$ cat src/rtl/sim_uart_xcvr.sv
// UART transceiver: TX/RX state machines at a fixed integer divisor,
// 2-flop RX synchroniser and a first-word-fall-through RX FIFO with sticky overflow.
module sim_uart_xcvr #(
   parameter int ClockFrequency = 50_000_000,
   parameter int BaudRate       = 115_200,
   parameter int DataBits       = 8,
   parameter bit ParityEn       = 1'b0,
   parameter bit ParityOdd      = 1'b0,
   parameter int RxFifoDepth    = 4
) (
   input  logic                clk_i,
   input  logic                rst_ni,
   input  logic                active_i,
   input  logic                clear_i,
   output logic                tx_o,
   input  logic                rx_i,
   input  logic [DataBits-1:0] tx_data_i,
   input  logic                tx_valid_i,
   output logic                tx_ready_o,
   output logic [DataBits-1:0] rx_data_o,
   output logic                rx_valid_o,
   input  logic                rx_ready_i,
   output logic                rx_parity_err_o,
   output logic                rx_frame_err_o,
   output logic                rx_overflow_o
);

   localparam int Divisor = ClockFrequency / BaudRate;
   localparam int CntW    = $clog2(Divisor);
   localparam int PtrW    = $clog2(RxFifoDepth);
   localparam int EntW    = DataBits + 2;
   localparam logic [CntW-1:0] CntLast  = CntW'(Divisor - 1);
   localparam logic [CntW-1:0] CntHalf  = CntW'(Divisor / 2 - 1);
   localparam logic [2:0]      BitLast  = 3'(DataBits - 1);
   localparam logic [PtrW:0]   FifoFull = (PtrW+1)'(RxFifoDepth);

   typedef enum logic [2:0] {TX_IDLE, TX_START, TX_DATA, TX_PARITY, TX_STOP} tx_state_e;
   typedef enum logic [2:0] {RX_IDLE, RX_START, RX_DATA, RX_PARITY, RX_STOP, RX_BREAK} rx_state_e;

   tx_state_e           tx_state_q, tx_state_d;
   logic [CntW-1:0]     tx_cnt_q, tx_cnt_d;
   logic [2:0]          tx_bit_q, tx_bit_d;
   logic [DataBits-1:0] tx_sh_q, tx_sh_d;
   logic                tx_par_q, tx_par_d;
   logic                tx_line_q, tx_line_d;
   logic                tx_rdy_q, tx_rdy_d;

   rx_state_e           rx_state_q, rx_state_d;
   logic [CntW-1:0]     rx_cnt_q, rx_cnt_d;
   logic [2:0]          rx_bit_q, rx_bit_d;
   logic [DataBits-1:0] rx_sh_q, rx_sh_d;
   logic                rx_perr_q, rx_perr_d;
   logic                rx_meta_q, rx_sync_q;
   logic                push;
   logic [EntW-1:0]     push_ent;

   logic [EntW-1:0]     mem_q [RxFifoDepth];
   logic [PtrW-1:0]     wr_ptr_q, wr_ptr_d, rd_ptr_q, rd_ptr_d;
   logic [PtrW:0]       fifo_cnt_q, fifo_cnt_d;
   logic                ovf_q, ovf_d;
   logic                fifo_empty, fifo_full, pop, wr_en;
   logic [EntW-1:0]     head;

   // Ready is registered so it is low while in reset, then gated by active_i.
   assign tx_ready_o = tx_rdy_q & active_i;
   assign tx_o       = tx_line_q;

   always_comb begin
      tx_state_d = tx_state_q;
      tx_cnt_d   = tx_cnt_q;
      tx_bit_d   = tx_bit_q;
      tx_sh_d    = tx_sh_q;
      tx_par_d   = tx_par_q;
      tx_line_d  = tx_line_q;
      case (tx_state_q)
         TX_IDLE: begin
            tx_line_d = 1'b1;
            if (tx_valid_i && tx_ready_o) begin
               tx_state_d = TX_START;
               tx_cnt_d   = '0;
               tx_bit_d   = '0;
               tx_sh_d    = tx_data_i;
               tx_par_d   = ^tx_data_i ^ ParityOdd;
               tx_line_d  = 1'b0;
            end
         end
         default: begin
            if (tx_cnt_q != CntLast) begin
               tx_cnt_d = tx_cnt_q + 1'b1;
            end else begin
               tx_cnt_d = '0;
               case (tx_state_q)
                  TX_START: begin
                     tx_state_d = TX_DATA;
                     tx_line_d  = tx_sh_q[0];
                  end
                  TX_DATA: begin
                     if (tx_bit_q == BitLast) begin
                        tx_state_d = ParityEn ? TX_PARITY : TX_STOP;
                        tx_line_d  = ParityEn ? tx_par_q : 1'b1;
                     end else begin
                        tx_bit_d  = tx_bit_q + 1'b1;
                        tx_sh_d   = tx_sh_q >> 1;
                        tx_line_d = tx_sh_q[1];
                     end
                  end
                  TX_PARITY: begin
                     tx_state_d = TX_STOP;
                     tx_line_d  = 1'b1;
                  end
                  default: begin
                     tx_state_d = TX_IDLE;
                     tx_line_d  = 1'b1;
                  end
               endcase
            end
         end
      endcase
      if (!active_i) begin
         tx_state_d = TX_IDLE;
         tx_cnt_d   = '0;
         tx_bit_d   = '0;
         tx_line_d  = 1'b1;
      end
      tx_rdy_d = (tx_state_d == TX_IDLE);
   end

   // Samples land on bit midpoints: half a bit into START, then every full bit.
   always_comb begin
      rx_state_d = rx_state_q;
      rx_cnt_d   = rx_cnt_q;
      rx_bit_d   = rx_bit_q;
      rx_sh_d    = rx_sh_q;
      rx_perr_d  = rx_perr_q;
      push       = 1'b0;
      push_ent   = {~rx_sync_q, rx_perr_q, rx_sh_q};
      case (rx_state_q)
         RX_IDLE: begin
            if (!rx_sync_q) begin
               rx_state_d = RX_START;
               rx_cnt_d   = '0;
            end
         end
         RX_START: begin
            if (rx_cnt_q != CntHalf) begin
               rx_cnt_d = rx_cnt_q + 1'b1;
            end else begin
               rx_cnt_d   = '0;
               rx_bit_d   = '0;
               rx_perr_d  = 1'b0;
               rx_state_d = rx_sync_q ? RX_IDLE : RX_DATA;
            end
         end
         RX_DATA: begin
            if (rx_cnt_q != CntLast) begin
               rx_cnt_d = rx_cnt_q + 1'b1;
            end else begin
               rx_cnt_d = '0;
               rx_sh_d  = {rx_sync_q, rx_sh_q[DataBits-1:1]};
               if (rx_bit_q == BitLast) rx_state_d = ParityEn ? RX_PARITY : RX_STOP;
               else                     rx_bit_d   = rx_bit_q + 1'b1;
            end
         end
         RX_PARITY: begin
            if (rx_cnt_q != CntLast) begin
               rx_cnt_d = rx_cnt_q + 1'b1;
            end else begin
               rx_cnt_d   = '0;
               rx_perr_d  = rx_sync_q ^ (^rx_sh_q) ^ ParityOdd;
               rx_state_d = RX_STOP;
            end
         end
         RX_STOP: begin
            if (rx_cnt_q != CntLast) begin
               rx_cnt_d = rx_cnt_q + 1'b1;
            end else begin
               rx_cnt_d   = '0;
               push       = 1'b1;
               rx_state_d = rx_sync_q ? RX_IDLE : RX_BREAK;
            end
         end
         default: begin
            if (rx_sync_q) rx_state_d = RX_IDLE;
         end
      endcase
      if (!active_i) begin
         rx_state_d = RX_IDLE;
         rx_cnt_d   = '0;
         rx_bit_d   = '0;
         push       = 1'b0;
      end
   end

   assign fifo_empty      = (fifo_cnt_q == '0);
   assign fifo_full       = (fifo_cnt_q == FifoFull);
   assign pop             = ~fifo_empty & rx_ready_i;
   assign wr_en           = push & (~fifo_full | pop);
   assign head            = mem_q[rd_ptr_q];
   assign rx_valid_o      = ~fifo_empty;
   assign rx_data_o       = fifo_empty ? '0 : head[DataBits-1:0];
   assign rx_parity_err_o = ~fifo_empty & head[DataBits];
   assign rx_frame_err_o  = ~fifo_empty & head[DataBits+1];
   assign rx_overflow_o   = ovf_q;

   always_comb begin
      wr_ptr_d   = wr_en ? wr_ptr_q + 1'b1 : wr_ptr_q;
      rd_ptr_d   = pop ? rd_ptr_q + 1'b1 : rd_ptr_q;
      fifo_cnt_d = fifo_cnt_q;
      if (wr_en && !pop)      fifo_cnt_d = fifo_cnt_q + 1'b1;
      else if (!wr_en && pop) fifo_cnt_d = fifo_cnt_q - 1'b1;
      ovf_d = ovf_q;
      if (clear_i) ovf_d = 1'b0;
      if (push && fifo_full && !pop) ovf_d = 1'b1;
   end

   always_ff @(posedge clk_i or negedge rst_ni) begin
      if (!rst_ni) begin
         tx_state_q <= TX_IDLE;
         tx_cnt_q   <= '0;
         tx_bit_q   <= '0;
         tx_sh_q    <= '0;
         tx_par_q   <= 1'b0;
         tx_line_q  <= 1'b1;
         tx_rdy_q   <= 1'b0;
         rx_meta_q  <= 1'b1;
         rx_sync_q  <= 1'b1;
         rx_state_q <= RX_IDLE;
         rx_cnt_q   <= '0;
         rx_bit_q   <= '0;
         rx_sh_q    <= '0;
         rx_perr_q  <= 1'b0;
         wr_ptr_q   <= '0;
         rd_ptr_q   <= '0;
         fifo_cnt_q <= '0;
         ovf_q      <= 1'b0;
         for (int i = 0; i < RxFifoDepth; i++) mem_q[i] <= '0;
      end else begin
         tx_state_q <= tx_state_d;
         tx_cnt_q   <= tx_cnt_d;
         tx_bit_q   <= tx_bit_d;
         tx_sh_q    <= tx_sh_d;
         tx_par_q   <= tx_par_d;
         tx_line_q  <= tx_line_d;
         tx_rdy_q   <= tx_rdy_d;
         rx_meta_q  <= rx_i;
         rx_sync_q  <= rx_meta_q;
         rx_state_q <= rx_state_d;
         rx_cnt_q   <= rx_cnt_d;
         rx_bit_q   <= rx_bit_d;
         rx_sh_q    <= rx_sh_d;
         rx_perr_q  <= rx_perr_d;
         wr_ptr_q   <= wr_ptr_d;
         rd_ptr_q   <= rd_ptr_d;
         fifo_cnt_q <= fifo_cnt_d;
         ovf_q      <= ovf_d;
         if (wr_en) mem_q[wr_ptr_q] <= push_ent;
      end
   end

endmodule
$ cat config.mk
export PLATFORM = sky130hd
export DESIGN_NAME = sim_uart_xcvr
export DESIGN_NICKNAME = d
export VERILOG_FILES = /design/src/rtl/sim_uart_xcvr.sv
export SDC_FILE = /design/constraint.sdc
export NUM_CORES = 1
export LEC_CHECK = 0
export ABC_AREA = 0
export CAP_MARGIN = 20
export CORE_UTILIZATION = 40
export DETAILED_ROUTE_END_ITERATION = 12
export PLACE_DENSITY = 0.56
export SYNTH_ARGS = -nofsm -noshare
export SYNTH_HDL_FRONTEND = slang
export SYNTH_SLANG_ARGS = --single-unit
$ cat constraint.sdc
create_clock -name clk_i -period 3.7 [get_ports clk_i]
set_input_delay 1.11 -clock clk_i [delete_from_list [all_inputs] [get_ports clk_i]]
set_output_delay 1.11 -clock clk_i [all_outputs]
set_load 0.01 [all_outputs]
==> flow_summary_export.csv, run 1 <==
group,metric,value,unit
outcome,outcome,"finished, final reports clean",
sta,setup_viol,0,
placed_design,gp_congestion,0.759,
global_route,grt_antenna_before_repair,0,
synthesis,syn_inst,435,
clock_network,clkLatencyLatePin,340,ps
synthesis,synth-seq-cells,99,
worst_setup_path,critPathRequiredTime,2590,ps
clock_network,cts-htree-levels,3,
synthesis,synth_area_per_cell,11.5,sq um
worst_setup_path,startpoint_type,"primary input",
drt,vias,3348,
synthesis,synth.area.top_cells,"dfrtp_1, mux2_2, mux4_2",
power_and_ir_drop,p_leak,2.65,nW
drt,viasPerCell,5.26,
clock_network,clkSinkCount,99,
synthesis,syn_nets,465,
final_layout,drive_gt1_frac,0.196,
sta,fin_setup_tns,0,ps
placed_design,placed_area,0.00548,sq mm
worst_setup_path,crit_type,"in -> out",
synthesis,synth_cell_types,59,
sta,post-route-period-util,0.923,
global_route,grt_max_degree,57,
floorplan,die_y,114,microns
placed_design,placedCellCount,621,
floorplan,fp-row-count,40,
power_and_ir_drop,vdd_drop_max,0.000255,V
clock_network,cts-root-buf,"clkbuf_16",
floorplan,die_w,114,microns
sta,fmax,293,MHz
worst_setup_path,crit_arrival,2310,ps
global_route,grt_pass1_wl,16600,microns
synthesis,synth-edff-count,0,
min_path,min_path_type,"reg -> reg",
min_path,min_from,"rx_meta_q",
synthesis,synth_top_area_share,0.482,
worst_setup_path,startpoint,"active_i",
sta,rsz0062_at_grt,"false",
sta,hold_violations,0,
final_layout,final_util,0.479,
drt,ant_nets,0,
floorplan,start_util,0.413,
sta,finClkSkew,7.45,ps
clock_network,tritoncts,"yes",
floorplan,io_pins,29,
drt,routed_wl,9550,microns
synthesis,synth_top_area_cell,"dfrtp_1",
synthesis,yosysWarnings,0,
sta,worst_pin_slew,624,ps
placed_design,pre_cts_slack,258,ps
clock_network,clk_pin_slew_worst_paths,60,ps
floorplan,die_area,0.0129,sq mm
global_route,overflow,0,
drt,wl_per_cell,15.0,microns
final_layout,final_cells,637,
placed_design,hpwlAfterDp,6410,microns
clock_network,postCtsSetupRepairBufs,0,
synthesis,ys_async_sr_fraction,1.00,
sta,fin_ws,285,ps
sta,slew_violations,0,
drt,drt_drc_violations_left,0,
run,cap_viol_max_count,0,
synthesis,syn-cell-area,0.00498,sq mm
global_route,gr-usage-all-layers,0.166,
placed_design,port_buffers,28,
floorplan,coreArea,0.0121,sq mm
power_and_ir_drop,power.density,390,mW/mm^2
final_layout,antenna-diode-count,0,
clock_network,cts_buffer_depth,2,
worst_setup_path,reg2reg_from,"rx_cnt_q[1]",
drt,first_pass_iters,4,
global_route,grt_pass1_vias,3328,
sta,period_needed,3420,ps
final_layout,final_area,0.00578,sq mm
synthesis,ys_seq_area_frac,0.498,
clock_network,cts_buffers,9,
clock_network,cts.repair.resized,0,
worst_setup_path,crit_path_end_kind,"output pin",
final_layout,fin_nets,494,
sta,relSlewSlack,0.581,
worst_setup_path,cp_max_fo,2,
synthesis,ys.flop_type,"dfrtp_1",
clock_network,postCtsHoldBufs,0,
drt,drt_iter0_drc,119,
final_layout,syn2layout_area_growth,16.0,%
per-layer routing:
metal / GRT usage / wire [microns] / vias to the layer above / share of wire
li1: - / - / 1629 / -
met1: 0.226 / 4690 / 1644 / 0.49
met4: 0.0544 / 125 / 0 / 0.013
met5: 0 / 0 / - / 0
met3: 0.0409 / 334 / 14 / 0.035
met2: 0.261 / 4400 / 61 / 0.46
synthesized netlist by cell type, types with 2 or more instances:
master    number
nand2b_1       4
a21o_1         3
and2_1        14
mux4_2        10
buf_2          3
or3_1          4
nand3_1        9
nor2_1        19
o22a_1         2
a22o_1         3
nor3b_1        4
a22o_2         2
nor4b_1        4
a211o_1        2
mux2_2        45
nor2b_1        2
dfrtp_1       96
nand2_1       36
o31ai_1        3
nor3_1         9
inv_1         11
a31oi_1        2
and3_1        10
a21oi_1       10
xnor2_1       13
xor2_1         4
nand4_1        7
clkbuf_1      16
o21ai_0       32
nand4b_1       2
mux2i_1       10
o22ai_1        2
ha_1          14
dfstp_2        3
worst max-delay path, cell delays in order:
cell and delay, ps:
clkdlybuf4s50_1 520, and2_1 140, clkdlybuf4s50_1 530
final cells by class:
cell class,count,area [sq um]
repair buffers,39,373
inverters,11,41.3
well taps,168,210
fillers,1119,6280
multi-input cells,304,2370
clock inverters,3,46.3
clock buffers,13,250
flip-flops and latches,99,2480
worst paths after layout:
kind / depth (start not counted) / slack [ps] / end
hold reg to reg: 0 / 360 / rx_sync_q
setup / recovery: 3 / 280 / tx_ready_o
min in group asynchronous: 1 / 760 / rx_cnt_q[4]
setup reg to reg: 11 / 1110 / fifo_cnt_q[2]
hold / removal: 0 / 360 / rx_sync_q
max in group asynchronous: 2 / 2210 / tx_o
cell usage in the layout (no fill, tap or decap), types with 3 or more instances in the layout:
cell             netlist  final
ha_1                  14     14
nand2_1               36     36
mux4_2                10     10
nand3_1                9      9
o31ai_1                3      3
buf_4                  0     11
nor4b_1                4      4
mux2i_1               10     10
nor3_1                 9      9
and2_1                14     14
a22o_1                 3      3
clkdlybuf4s50_1        0     27
inv_1                 11     11
a21o_1                 3      3
o21ai_0               32     32
and3_1                10     10
mux2_2                45     45
xor2_1                 4      4
nor3b_1                4      4
clkbuf_16              0      9
dfrtp_1               96     96
a21oi_1               10     10
nor2_1                19     19
nand4_1                7      7
or3_1                  4      4
dfstp_2                3      3
clkbuf_1              16      3
xnor2_1               13     13
nand2b_1               4      4
state kept, by name, summed over array words and instances (netlist names), 3 cells and up:
register    flops
mem_q          40
tx_sh_q         8
rx_state_q      3
tx_state_q      3
rx_sh_q         8
fifo_cnt_q      3
tx_cnt_q        9
rx_bit_q        3
tx_bit_q        3
rx_cnt_q        9
per-stage QoR:
| step | power [mW] | hold WS [ps] |
|---|---|---|
| 2_1_floorplan | 1.26 | 345 |
| 3_3_place_gp | 1.34 | 348 |
| 3_5_place_dp | 1.34 | 349 |
| 4_1_cts | 2.30 | 358 |
| 5_1_grt | 2.36 | 362 |
| 6_report | 2.25 | 356 |
cells by family (layout without fill, tap and decap cells):
family / count (synthesis) / in the layout / synth area share
buffers and inverters: 32 / 66 / 0.0251
flip-flops: 99 / 99 / 0.498
AND/OR/NAND/NOR: 131 / 131 / 0.140
AO/OA/AOI/OAI: 75 / 75 / 0.0972
XOR/XNOR: 17 / 17 / 0.0299
multiplexers: 66 / 66 / 0.170
adder cells (fa/ha/maj): 15 / 15 / 0.0392
power by group:
group	internal [mW]	total [mW]	switching, mW	leakage, nW
combinational	0.0700	0.164	0.0944	1.17
sequential	1.12	1.15	0.0362	1.34
clock	0.546	0.938	0.392	0.140
Note: power is estimated with default switching activity, not from simulation.
==> run 2, diff against run 1 <==
--- a/config.mk
+++ b/config.mk
@@ -6,7 +6,6 @@
 export NUM_CORES = 1
 export LEC_CHECK = 0
 export ABC_AREA = 0
-export CAP_MARGIN = 20
 export CORE_UTILIZATION = 40
 export DETAILED_ROUTE_END_ITERATION = 12
 export PLACE_DENSITY = 0.56
==> results of run 2 <==
No change in the layout: final DEF, timing and power equal those of run 1.
==> run 3, diff against run 2 <==
==> constraint.sdc (replaced) <==
create_clock -name clk_i -period 3.4 [get_ports clk_i]
set_input_delay 1.02 -clock clk_i [delete_from_list [all_inputs] [get_ports clk_i]]
set_output_delay 1.02 -clock clk_i [all_outputs]
set_load 0.1 [all_outputs]
==> run 3 against run 2 <==
  * Via count increased by 0.15%
  * Critical path depth unchanged
  * Setup slack improved by 36 ps
==> flow_summary_export.csv, run 3 (synthesized netlist as in run 1, its figures left out) <==
group,metric,value,unit
outcome,outcome,"finished, final reports clean",
worst_setup_path,cp_max_fo,6,
clock_network,postCtsHoldBufs,0,
power_and_ir_drop,p_comb_frac,0.079,
power_and_ir_drop,power_frac_seq,0.509,
power_and_ir_drop,switching_share,0.242,
drt,viasPerCell,5.25,
final_layout,largest_register_ffs,40,
final_layout,antenna-diode-count,0,
global_route,grt_pass1_wl,16900,microns
global_route,grt_antenna_before_repair,0,
power_and_ir_drop,p_leak,2.72,nW
floorplan,start_util,0.413,
placed_design,port_buffers,28,
min_path,min_path_type,"reg -> reg",
sta,post-route-period-util,0.906,
power_and_ir_drop,pwr-share-clk,0.412,
drt,drt_iter0_drc,99,
sta,worst_pin_slew,751,ps
floorplan,die_y,114,microns
clock_network,cts_buffer_depth,2,
drt,first_pass_iters,5,
floorplan,die_area,0.0129,sq mm
power_and_ir_drop,vdd_drop_max,0.000331,V
power_and_ir_drop,power.density,418,mW/mm^2
floorplan,io_pins,29,
placed_design,gp_congestion,0.790,
worst_setup_path,crit_type,"in -> out",
final_layout,final_common_cell,"dfrtp_1",
final_layout,fin_nets,496,
placed_design,hpwlAfterDp,6520,microns
worst_setup_path,critPathRequiredTime,2380,ps
clock_network,clk_pin_slew_worst_paths,70,ps
worst_setup_path,startpoint_type,"primary input",
sta,relSlewSlack,0.493,
power_and_ir_drop,p_int,1.87,mW
floorplan,coreArea,0.0121,sq mm
global_route,grt-busiest-layer,"met2",
clock_network,clkLatencyLatePin,350,ps
drt,vias,3353,
drt,wl_per_cell,15.2,microns
drt,ant_nets,0,
floorplan,die_w,114,microns
final_layout,drive_gt1_frac,0.229,
global_route,grt_max_degree,52,
sta,period_needed,3080,ps
run,cap_viol_max_count,0,
clock_network,clkSinkCount,99,
global_route,globalRouteMet3Util,0.0489,
final_layout,syn2layout_area_growth,18.2,%
drt,routed_wl,9690,microns
sta,fmax,325,MHz
sta,finClkSkew,5.33,ps
global_route,grt_use_met1,0.218,
final_layout,layout_common_cells,"dfrtp_1, mux2_2, nand2_1, o21ai_0, nor2_1",
worst_setup_path,r2r_cells,11,
global_route,gr-usage-all-layers,0.170,
power_and_ir_drop,switchingPower,0.597,mW
clock_network,cts_buffers,9,
sta,slew_violations,0,
worst_setup_path,crit_arrival,2060,ps
clock_network,tritoncts,"yes",
sta,fin_setup_tns,0,ps
drt,drt_drc_violations_left,0,
final_layout,reg_top3,"mem_q: 40 flops, rx_cnt_q: 9 flops, tx_cnt_q: 9 flops",
sta,hold_violations,0,
sta,rsz0062_at_grt,"false",
global_route,grtUsageMet2,0.278,
clock_network,cts.repair.resized,0,
floorplan,fp-row-count,40,
sta,setup_viol,0,
global_route,grt_pass1_vias,3421,
worst_setup_path,crit_path_end_kind,"output pin",
clock_network,cts-root-buf,"clkbuf_16",
final_layout,fill_cells,1108,
final_layout,top_register,"mem_q",
final_layout,final_util,0.488,
clock_network,postCtsSetupRepairBufs,0,
clock_network,cts-htree-levels,3,
global_route,overflow,0,
min_path,holdPathStages,0,
[run 3: changes by cell type in the layout (fill, tap and decap cells not counted), sizes merged]
cell / delta
clkinv: +2
clkdlybuf4s50: -14
clkbuf: -1
buf: +16
inv: -1
[run 3: metrics by stage]
| step | instances | cell area [sq um] | hold WS (ps) | setup slack (ps) | power [mW] |
|---|---|---|---|---|---|
| after floorplan | 435 | 4980 | 345 | 317 | 1.39 |
| after global placement | 623 | 5600 | 352 | 240 | 1.47 |
| after detailed placement | 623 | 5600 | 351 | 173 | 1.48 |
| after CTS | 639 | 5890 | 361 | 319 | 2.51 |
| after global routing | 639 | 5890 | 367 | 289 | 2.58 |
| final | 639 | 5890 | 360 | 321 | 2.46 |
[run 3: critical path: stages]
cell,delay [ps]
clkdlybuf4s50_1,620
and2_1,230
buf_12,190
[run 3: cell type report]
class / count / area [sq um] / share of cell area
clock buffer: 12 / 236 / 0.0402
clock inverter: 4 / 55.1 / 0.00935
inverter: 11 / 41.3 / 0.00701
multi-input combinational: 304 / 2370 / 0.403
sequential: 99 / 2480 / 0.421
tap: 168 / 210 / 0.0357
timing repair buffer: 41 / 490 / 0.0833
[run 3: final timing paths]
kind	from	end	slack, ps
max in group asynchronous	rst_ni	tx_o	1980
hold reg to reg	rx_meta_q	rx_sync_q	360
setup reg to reg	rx_cnt_q[1]	fifo_cnt_q[2]	810
setup / recovery	active_i	tx_ready_o	320
min in group asynchronous	rst_ni	rx_cnt_q[4]	690
hold / removal	rx_meta_q	rx_sync_q	360
[run 3: power by group through the flow]
stage | clock (mW) | combinational, mW | sequential, mW
2_1_floorplan | 0 | 0.120 | 1.27
3_3_place_gp | 0 | 0.196 | 1.27
3_5_place_dp | 0 | 0.199 | 1.28
4_1_cts | 1.06 | 0.200 | 1.25
5_1_grt | 1.10 | 0.224 | 1.26
6_report | 1.02 | 0.195 | 1.25
[run 3: metal layers]
metal / up-vias / routed length (microns)
li1: 1636 / -
met1: 1668 / 4680
met2: 43 / 4630
met3: 6 / 306
met4: 0 / 77
met5: - / 0
